==> src/rtl/fetch_pkg.sv <==
// Shared types and next-PC arithmetic for the instruction-fetch sequencer.
package fetch_pkg;

  typedef enum logic [1:0] {
    ST_FETCH = 2'd0,
    ST_HOLD  = 2'd1,
    ST_HALT  = 2'd2
  } fetch_state_e;

  localparam int unsigned CALC_W = 32;

  // Operands arrive zero-extended to CALC_W; the caller truncates the result
  // to PC_W, which gives modulo-2^PC_W wrap for any PC_W up to CALC_W.
  function automatic logic [CALC_W-1:0] next_pc(
    input logic [CALC_W-1:0] pc,
    input logic [CALC_W-1:0] off,
    input int unsigned       off_w,
    input logic              taken
  );
    logic [CALC_W-1:0] sext;
    logic [CALC_W-1:0] inc;
    int unsigned       sh;
    sh   = CALC_W - off_w;
    sext = $signed(off << sh) >>> sh;
    inc  = pc + 32'd1;
    if (taken) begin
      next_pc = inc + sext;
    end else begin
      next_pc = inc;
    end
  endfunction

endpackage

==> src/rtl/fetch_next_pc.sv <==
// Combinational sequential/branch-target address for the fetch sequencer.
module fetch_next_pc
  import fetch_pkg::*;
#(
  parameter int unsigned PC_W  = 16,
  parameter int unsigned OFF_W = 8
) (
  input  logic [PC_W-1:0]  pc,
  input  logic [OFF_W-1:0] branch_off,
  input  logic             branch_taken,
  output logic [PC_W-1:0]  next_pc
);

  logic [CALC_W-1:0] next_wide_s;

  assign next_wide_s = fetch_pkg::next_pc(CALC_W'(pc), CALC_W'(branch_off), OFF_W, branch_taken);
  assign next_pc     = next_wide_s[PC_W-1:0];

endmodule

==> src/rtl/fetch_sequencer.sv <==
// Instruction-fetch sequencer: FETCH/HOLD/HALT FSM owning pc and the instruction register.
// Optional retire counter enabled by defining FETCH_SEQ_RETIRE_CNT_EN.
module fetch_sequencer
  import fetch_pkg::*;
#(
  parameter int unsigned    PC_W     = 16,
  parameter int unsigned    INSTR_W  = 16,
  parameter int unsigned    OFF_W    = 8,
  parameter logic [PC_W-1:0] RESET_PC = {PC_W{1'b0}}
) (
  input  logic               clk,
  input  logic               rst_n,
  output logic               imem_req,
  output logic [PC_W-1:0]    imem_addr,
  input  logic               imem_ready,
  input  logic [INSTR_W-1:0] imem_rdata,
  output logic               instr_valid,
  output logic [INSTR_W-1:0] instr,
  input  logic               instr_accept,
  input  logic               branch_taken,
  input  logic [OFF_W-1:0]   branch_off,
  input  logic               halt,
  output logic [PC_W-1:0]    pc,
`ifdef FETCH_SEQ_RETIRE_CNT_EN
  output logic [31:0]        retire_cnt,
`endif
  output logic               halted
);

  fetch_state_e       state_r, state_nxt_s;
  logic [PC_W-1:0]    pc_r, pc_nxt_s, next_pc_s;
  logic [INSTR_W-1:0] instr_r, instr_nxt_s;

  fetch_next_pc #(
    .PC_W  (PC_W),
    .OFF_W (OFF_W)
  ) u_next_pc (
    .pc           (pc_r),
    .branch_off   (branch_off),
    .branch_taken (branch_taken),
    .next_pc      (next_pc_s)
  );

  // Next-state, pc and instruction-register update.
  always_comb begin
    state_nxt_s = state_r;
    pc_nxt_s    = pc_r;
    instr_nxt_s = instr_r;
    case (state_r)
      ST_FETCH: begin
        if (imem_ready) begin
          instr_nxt_s = imem_rdata;
          state_nxt_s = ST_HOLD;
        end else begin
          state_nxt_s = ST_FETCH;
        end
      end
      ST_HOLD: begin
        if (instr_accept) begin
          pc_nxt_s = next_pc_s;
          if (halt) begin
            state_nxt_s = ST_HALT;
          end else begin
            state_nxt_s = ST_FETCH;
          end
        end else begin
          state_nxt_s = ST_HOLD;
        end
      end
      ST_HALT: state_nxt_s = ST_HALT;
      default: state_nxt_s = ST_FETCH;
    endcase
  end

  // State, pc and instruction registers with synchronous reset.
  always_ff @(posedge clk) begin
    if (!rst_n) begin
      state_r <= ST_FETCH;
      pc_r    <= RESET_PC;
      instr_r <= {INSTR_W{1'b0}};
    end else begin
      state_r <= state_nxt_s;
      pc_r    <= pc_nxt_s;
      instr_r <= instr_nxt_s;
    end
  end

`ifdef FETCH_SEQ_RETIRE_CNT_EN
  logic [31:0] retire_cnt_r;

  // Counts every accepted instruction, including the one that halts.
  always_ff @(posedge clk) begin
    if (!rst_n) begin
      retire_cnt_r <= 32'd0;
    end else if ((state_r == ST_HOLD) && instr_accept) begin
      retire_cnt_r <= retire_cnt_r + 32'd1;
    end else begin
      retire_cnt_r <= retire_cnt_r;
    end
  end

  assign retire_cnt = retire_cnt_r;
`endif

  // Outputs decode registered state only.
  assign imem_req    = (state_r == ST_FETCH);
  assign imem_addr   = pc_r;
  assign instr_valid = (state_r == ST_HOLD);
  assign instr       = instr_r;
  assign pc          = pc_r;
  assign halted      = (state_r == ST_HALT);

endmodule

==> config.mk <==
export PLATFORM = sky130hd
export DESIGN_NAME = fetch_sequencer
export DESIGN_NICKNAME = d
export VERILOG_FILES = /design/src/rtl/fetch_pkg.sv /design/src/rtl/fetch_next_pc.sv /design/src/rtl/fetch_sequencer.sv
export SDC_FILE = /design/constraint.sdc
export NUM_CORES = 1
export LEC_CHECK = 0
export CAP_MARGIN = 20
export CORE_ASPECT_RATIO = 0.9
export CORE_MARGIN = 2
export CORE_UTILIZATION = 42
export DETAILED_ROUTE_END_ITERATION = 6
export PLACE_DENSITY = 0.77
export SLEW_MARGIN = 30
export SYNTH_ARGS = -nofsm -noshare
export SYNTH_HDL_FRONTEND = slang
export SYNTH_SLANG_ARGS = --single-unit
==> constraint.sdc <==
create_clock -name clk -period 2.9 [get_ports clk]
set_input_delay 0.58 -clock clk [delete_from_list [all_inputs] [get_ports clk]]
set_output_delay 0.58 -clock clk [all_outputs]
set_load 0.03 [all_outputs]
Word-level counts from Yosys, hierarchy flattened
Cells that the tools add are included.

word-level totals
  input bits = 30
  register bits after elaboration = 34

operators by class
  eq/ne operators = 2
  reductions and logical operators = 3
  muxes and demuxes = 5
  add/sub/neg operators = 2

operators by type and width
  operator                 number
  $add A16 B1 Y16 const B  1
  $add A16 B8 Y16          1
  $mux W16                 1
  $pmux W2 S3              1
  $mux W2                  2
  $reduce_and A2 Y1        2
  $eq A2 B1 Y1 const B     1
  $eq A2 B2 Y1 const B     1
  $logic_not A2 Y1         1
  $mux W1                  1

Logic depth before layout (Yosys ltp)
Gate-level depths: netlist (run 1).

  depth in word-level cells = 3
  gate-level depth with buffers = 13

Hierarchy
Synthesis (run 1) repeated with hierarchy kept, for this count alone.

second synthesis, totals
  cell total of the unflattened synthesis = 333
  area total of the unflattened synthesis = 2692.6 um^2

by module, submodules not included
  module           instances  cells each  area each (um^2)
  fetch_sequencer  1          168         1517.7
  fetch_next_pc    1          165         1174.9

Worst setup path after synthesis (run 1)
No wires, ideal clock.

  path type = reg2reg
  from = register pc_r[0], in the netlist imem_addr[0]
  to = register pc_r[15], in the netlist imem_addr[15]
  setup slack = -0.504 ns
  data required time = 2.828 ns
  library setup time = 0.072 ns
  cell stages (with the launch flop) = 14
  buffers on the path = 0
  arrival time = 3.332 ns
  path through = dfxtp_1 ha_1 and3_1 nand3_1 nor2_1 xor2_1 ha_1 a21o_1 a31o_1 o22ai_2 a21boi_2 or4_4 a21oi_2 mux2i_1

between the ends
  longest elaborated chain between the ends = 3

RTL lines
  what                    line                   text
  start, declared         fetch_sequencer.sv:31  logic [PC_W-1:0] pc_r, pc_nxt_s, next_pc_s;
  start signal, assigned  fetch_sequencer.sv:83  pc_r <= pc_nxt_s;
  $add A16 B1 Y16 (*)     fetch_pkg.sv:25        inc = pc + 32'd1;
  $add A16 B8 Y16         fetch_pkg.sv:27        next_pc = inc + sext;
  $mux W16 (*)            fetch_pkg.sv:26        if (taken) begin

Every way passes the cells marked *; elsewhere a longest branch is shown, timed or not.
A chain may end at the register's enable or synchronous reset.

Worst setup path in the final report (run 1)
  from = register pc_r[1], in the netlist imem_addr[1]
  to = register pc_r[15], in the netlist imem_addr[15]

The elaborated chain is that of the path after synthesis.

==> out/summary.txt, run 1 <==
vias in the first global route = 2,595
initial core utilization = 0.440
failing checks = DRC, setup timing
worst slew pin tran = 587 ps
CP Data Arrival Time = 3180 ps
#FFs+latches synth = 34
# setup viols final = 2
Clock Power Share = 0.297
clk root buf = clkbuf_8
fraction of layout cells with a size suffix above 1 = 0.257
Area Growth Syn to Fin = 59.3%
R2R setup slack = -60 ps
Placed Area = 0.00373 sq mm
sw power = 0.000436 W
DP Wirelength = 5580 microns
row count = 26
global route overflow = 0
Syn. warnings = 0
pwr dens = 338 mW/mm^2
GPL Wtd Cong = 0.922
pre-CTS WS = -284 ps
final slew viol count = 0
r2r endpoint = imem_addr[15]
CTS tree = yes
CTS Sinks = 34
# fillers = 481
core footprint = 0.00576 sq mm
crit path launch type = flop
DR vias/cell = 5.41
most common cell after layout, fill and taps aside = clkdlybuf4s50_1
Mapped Area = 0.00253 sq mm
average size of a mapped cell = 7.72 sq um
Final Critical Period = 2960 ps
Final nets = 498
critical path peak fanout = 5
Clock transition at path regs = 80 ps
Post-synth EDFFs = 0
I/O pin cnt = 81
Critical Path Source = imem_addr[1]
initial antenna violation count = 0
sequential area share after synthesis = 0.269
Chip Width = 85.8 microns
Tightest Hold Check Type = reg -> reg
status = complete, but fails checks
H-tree levels = 2
Antenna Cells = 0
endpoint class of the critical path = flop
final worst slack = -61.7 ps
Required @ worst endpoint = 3120 ps
Sw Ratio = 0.320
period utilization = 1.02
TNS Setup = -72.5 ps
first-pass GRT wire length = 12,100 microns
Antenna Violating Nets Remaining = 0
multi-input logic area = 0.00185 sq mm
clock latency at the later pin of the worst-skew pair = 280 ps
number of vias after detailed routing = 2,800
DRC marker count from the first detailed-route iteration = 108
die area = 0.00666 sq mm
worst setup path end = imem_addr[15]
internal power = 0.000927 W
overall global routing resource usage = 0.222
Peak supply drop = 313 uV
Gate power share = 0.332
hold buffer count at cts = 0
final WL = 7560 microns
RSZ-0062 raised after global routing = true
maximum clock path buffer count = 2
pin count of the biggest net entering global routing = 32
Post-Syn Instances = 328
Cell variety after synth = 49
Reg2Reg Depth = 12
Port Buf Inserts = 80
most frequent cells in the layout = 79 x clkdlybuf4s50_1, 63 x buf_4, 49 x nand2_1
Sequential Power Share = 0.371
Final Hold Viols = 0
drt pass-1 iters = 7
Max Fclk = 338 MHz
register cell area after layout = 702 sq um
fraction of registers with async set/reset = 0
post-route cell area = 0.00403 sq mm
Rel. slew slack = 0.609
DRC Markers = 5
clk_skew = 5.40 ps
Die Ht = 77.6 microns
CP Class = reg -> reg
worst r2r src = imem_addr[1]
CTS Buf Count = 5
maxcap violations = 0
average wire per standard cell = 14.6 microns
Synth Flop Type = dfxtp_1
Mapped Nets = 379
Leak = 1.68 nW
==> repair_timing <==
item	CTS	global route
pin swaps	11	12
resized for setup	11	10
endpoints found under the setup margin	1	5
buffers inserted	4	3
==> flip-flops by register name (all words and copies together), names as in the netlist <==
signal	flops
instr	16
state_r	2
imem_addr	16
==> routing by layer <==
layer,track usage,vias up,share of wire
met2,0.384,75,0.50
met5,0,-,0
li1,-,1394,-
met3,0.0457,12,0.040
met1,0.285,1319,0.44
met4,0.0460,0,0.017
==> cells by family (layout without fill, tap and decap cells) <==
logic type | after synthesis | count (layout) | share of synthesized area
multiplexers | 3 | 3 | 0.0119
XOR/XNOR | 22 | 22 | 0.0761
buffers and inverters | 34 | 154 | 0.0746
adder cells (fa/ha/maj) | 21 | 21 | 0.107
flip-flops | 34 | 34 | 0.269
AND/OR/NAND/NOR | 113 | 113 | 0.205
AO/OA/AOI/OAI | 101 | 101 | 0.257
==> how the worst min path moves through the flow <==
stage / cells after the start / slack (ps) / from / end
after floorplan: 2 / 570 / imem_addr[8] / imem_addr[8]
after global placement: 2 / 440 / instr[2] / instr[2]
after detailed placement: 2 / 450 / instr[4] / instr[4]
after CTS: 2 / 460 / instr[14] / instr[14]
after global routing: 2 / 480 / instr[4] / instr[4]
final: 2 / 460 / instr[4] / instr[4]
==> power groups by stage <==
stage	combinational [W]	sequential, W	clock, W
2_1_floorplan	0.000200	0.000562	0
3_3_place_gp	0.000423	0.000515	0
3_5_place_dp	0.000430	0.000516	0
4_1_cts	0.000443	0.000505	0.000414
5_1_grt	0.000488	0.000510	0.000441
6_report	0.000453	0.000505	0.000405
==> area by class of cell <==
type                            instances  share of cell area
Inverter                                3             0.00279
Timing Repair Buffer                  143               0.316
Tap cell                               70              0.0217
Clock inverter                          2             0.00372
Clock buffer                            6              0.0233
Sequential cell                        34               0.174
Multi-Input combinational cell        260               0.458
==> Yosys cell counts, drive strengths merged (5+ instances only) <==
cell / n / share of area
clkbuf: 14 / 0.021
o21a: 5 / 0.015
nor3: 6 / 0.012
nand2: 50 / 0.074
xnor2: 12 / 0.042
a21oi: 42 / 0.085
a21o: 10 / 0.030
ha: 20 / 0.099
nand3: 8 / 0.016
and3: 6 / 0.015
o21ai: 16 / 0.033
xor2: 10 / 0.035
nor2: 23 / 0.034
buf: 17 / 0.049
dfxtp: 34 / 0.27
==> per-stage QoR <==
step	hold WS (ps)	power, W	util	instances
floorplan	566	0.000762	-	328
global placement	442	0.000938	0.648	503
detailed placement	447	0.000946	0.648	503
CTS	457	0.00136	0.686	515
global route	480	0.00144	0.700	518
finish	455	0.00136	0.700	518
==> worst max-delay path: stages, from the launching register on <==
cell      delay [ps]
dfxtp_4          370
ha_4             130
and3_4           200
nand3_4          120
xnor2_2          170
ha_1             340
a21o_1           210
a31o_1           260
o22ai_2          180
a21boi_2          80
or4_4            480
a21oi_2          160
mux2i_1          190
No activity file was read; power rests on OpenSTA's default activity.
==> run 2, diff against run 1 <==
CORE_UTILIZATION = 40   (was 42)
PLACE_DENSITY = 0.74   (was 0.77)
==> out/summary.txt, run 2 (synthesized netlist as in run 1, its figures left out) <==
WHS = 455 ps
number of vias after detailed routing = 2,778
DRC marker count from the first detailed-route iteration = 151
worst setup path end = imem_addr[15]
endpoint class of the critical path = flop
CP Data Arrival Time = 3190 ps
# setup viols final = 1
# placed instances = 514
met3 GRT Util = 0.0414
Final nets = 503
Required @ worst endpoint = 3110 ps
crit path launch type = flop
global routing usage on met1 = 0.274
initial antenna violation count = 0
clk root buf = clkbuf_8
hold buffer count at cts = 0
Critical Path Source = imem_addr[1]
global route overflow = 0
Antenna Cells = 0
die area = 0.00698 sq mm
Area Growth Syn to Fin = 60.8%
Port Buf Inserts = 80
overall global routing resource usage = 0.218
pwr dens = 322 mW/mm^2
failing checks = setup timing
Antenna Violating Nets Remaining = 0
Final Critical Period = 2970 ps
CTS Sinks = 34
vias in the first global route = 2,672
Max Fclk = 336 MHz
drt pass-1 iters = 4
clock latency at the later pin of the worst-skew pair = 280 ps
multi-input logic area = 0.00182 sq mm
GPL Wtd Cong = 0.856
Reg2Reg Depth = 13
maxcap violations = 0
pin count of the biggest net entering global routing = 32
period utilization = 1.03
CTS tree = yes
core footprint = 0.00611 sq mm
final worst slack = -74.5 ps
Peak supply drop = 167 uV
most common cell after layout, fill and taps aside = clkdlybuf4s50_1
first-pass GRT wire length = 12,200 microns
final slew viol count = 0
CTS Buf Count = 5
global routing's busiest layer = met2
R2R setup slack = -70 ps
Clock transition at path regs = 70 ps
Leak = 1.70 nW
final std cells w/o fill = 540
pre-CTS WS = -199 ps
most frequent cells in the layout = 80 x clkdlybuf4s50_1, 61 x buf_4, 49 x nand2_1
final WL = 7900 microns
# fillers = 507
CP Class = reg -> reg
Chip Width = 87.9 microns
DRC Markers = 0
DR vias/cell = 5.14
average wire per standard cell = 14.6 microns
H-tree levels = 2
GR Layer Usage met2 = 0.386
worst r2r src = imem_addr[1]
DP Wirelength = 5680 microns
RSZ-0062 raised after global routing = true
register cell area after layout = 702 sq um
clk_skew = 3.53 ps
I/O pin cnt = 81
fraction of layout cells with a size suffix above 1 = 0.263
initial core utilization = 0.414
critical path peak fanout = 5
row count = 27
maximum clock path buffer count = 2
worst slew pin tran = 573 ps
Tightest Hold Check Type = reg -> reg
Final Hold Viols = 0
status = complete, but fails checks
Die Ht = 79.5 microns
Rel. slew slack = 0.617
r2r endpoint = imem_addr[15]
-- run 2: cell count changes in the layout (fill, tap and decap cells not counted), sizes merged --
| cell | change |
|---|---|
| clkbuf | +1 |
| clkinvlp | -2 |
| dlymetal6s2s | -1 |
| clkdlybuf4s50 | +1 |
| clkinv | +1 |
| buf | +5 |
-- run 2: cell type report --
class,instances,area share
Clock buffer,7,0.0212
Clock inverter,1,0.00123
Inverter,3,0.00277
Multi-Input combinational cell,260,0.447
Sequential cell,34,0.173
Tap cell,87,0.0268
Timing Repair Buffer,148,0.329
-- run 2: per-layer routing --
| metal | up-vias | share of wire |
|---|---|---|
| li1 | 1410 | - |
| met1 | 1284 | 0.44 |
| met2 | 76 | 0.51 |
| met3 | 8 | 0.035 |
| met4 | 0 | 0.012 |
| met5 | - | 0 |
-- run 2: worst min path at each step --
stage	startpoint	to	slack, ps	cells after the start
after global routing	instr[4]	instr[4]	470	2
after floorplan	imem_addr[8]	imem_addr[8]	570	2
final	instr[1]	instr[1]	460	2
after CTS	instr[1]	instr[1]	460	2
after detailed placement	instr[4]	instr[4]	450	2
after global placement	instr[4]	instr[4]	440	2
-- run 2: repair_timing --
| item | CTS | global route |
|---|---|---|
| setup buffers | 15 | 3 |
| endpoints found under the setup margin | 1 | 5 |
| pin swaps | 12 | 18 |
| resized for setup | 5 | 22 |
| hold endpoints to repair | 0 | 0 |
-- run 2: worst max-delay path: stages (launching register included) --
cell and delay (ps):
dfxtp_4 370, ha_4 130, and3_4 200, nand3_4 120, nor2_4 120, xor2_1 80
ha_1 350, nand4_1 200, nor2_1 160, o211ai_1 130, and3b_2 230, or4_4 470
a21oi_2 140, mux2i_1 210
-- run 2: metrics by stage --
step	utilization	setup TNS (ps)	power, W	area [sq um]
final	0.665	-74.5	0.00131	4070
after detailed placement	0.607	-564	0.000940	3710
after global placement	0.607	-390	0.000933	3710
after global routing	0.665	-302	0.00137	4070
after floorplan	-	0	0.000762	2610
after CTS	0.646	-81.0	0.00130	3950
-- run 2: power breakdown --
group	internal [W]	switching, W	total, W	leakage, nW
combinational	0.000206	0.000232	0.000438	1.37
clock	0.000192	0.000173	0.000365	0.0482
sequential	0.000490	0.0000174	0.000507	0.284
total	0.000888	0.000423	0.00131	1.70
==> run 3, diff against run 2 <==
CTS_CLUSTER_DIAMETER = 40   (was unset)
==> results of run 3 <==
The final DEF is identical to that of run 2; final timing and power are the same.
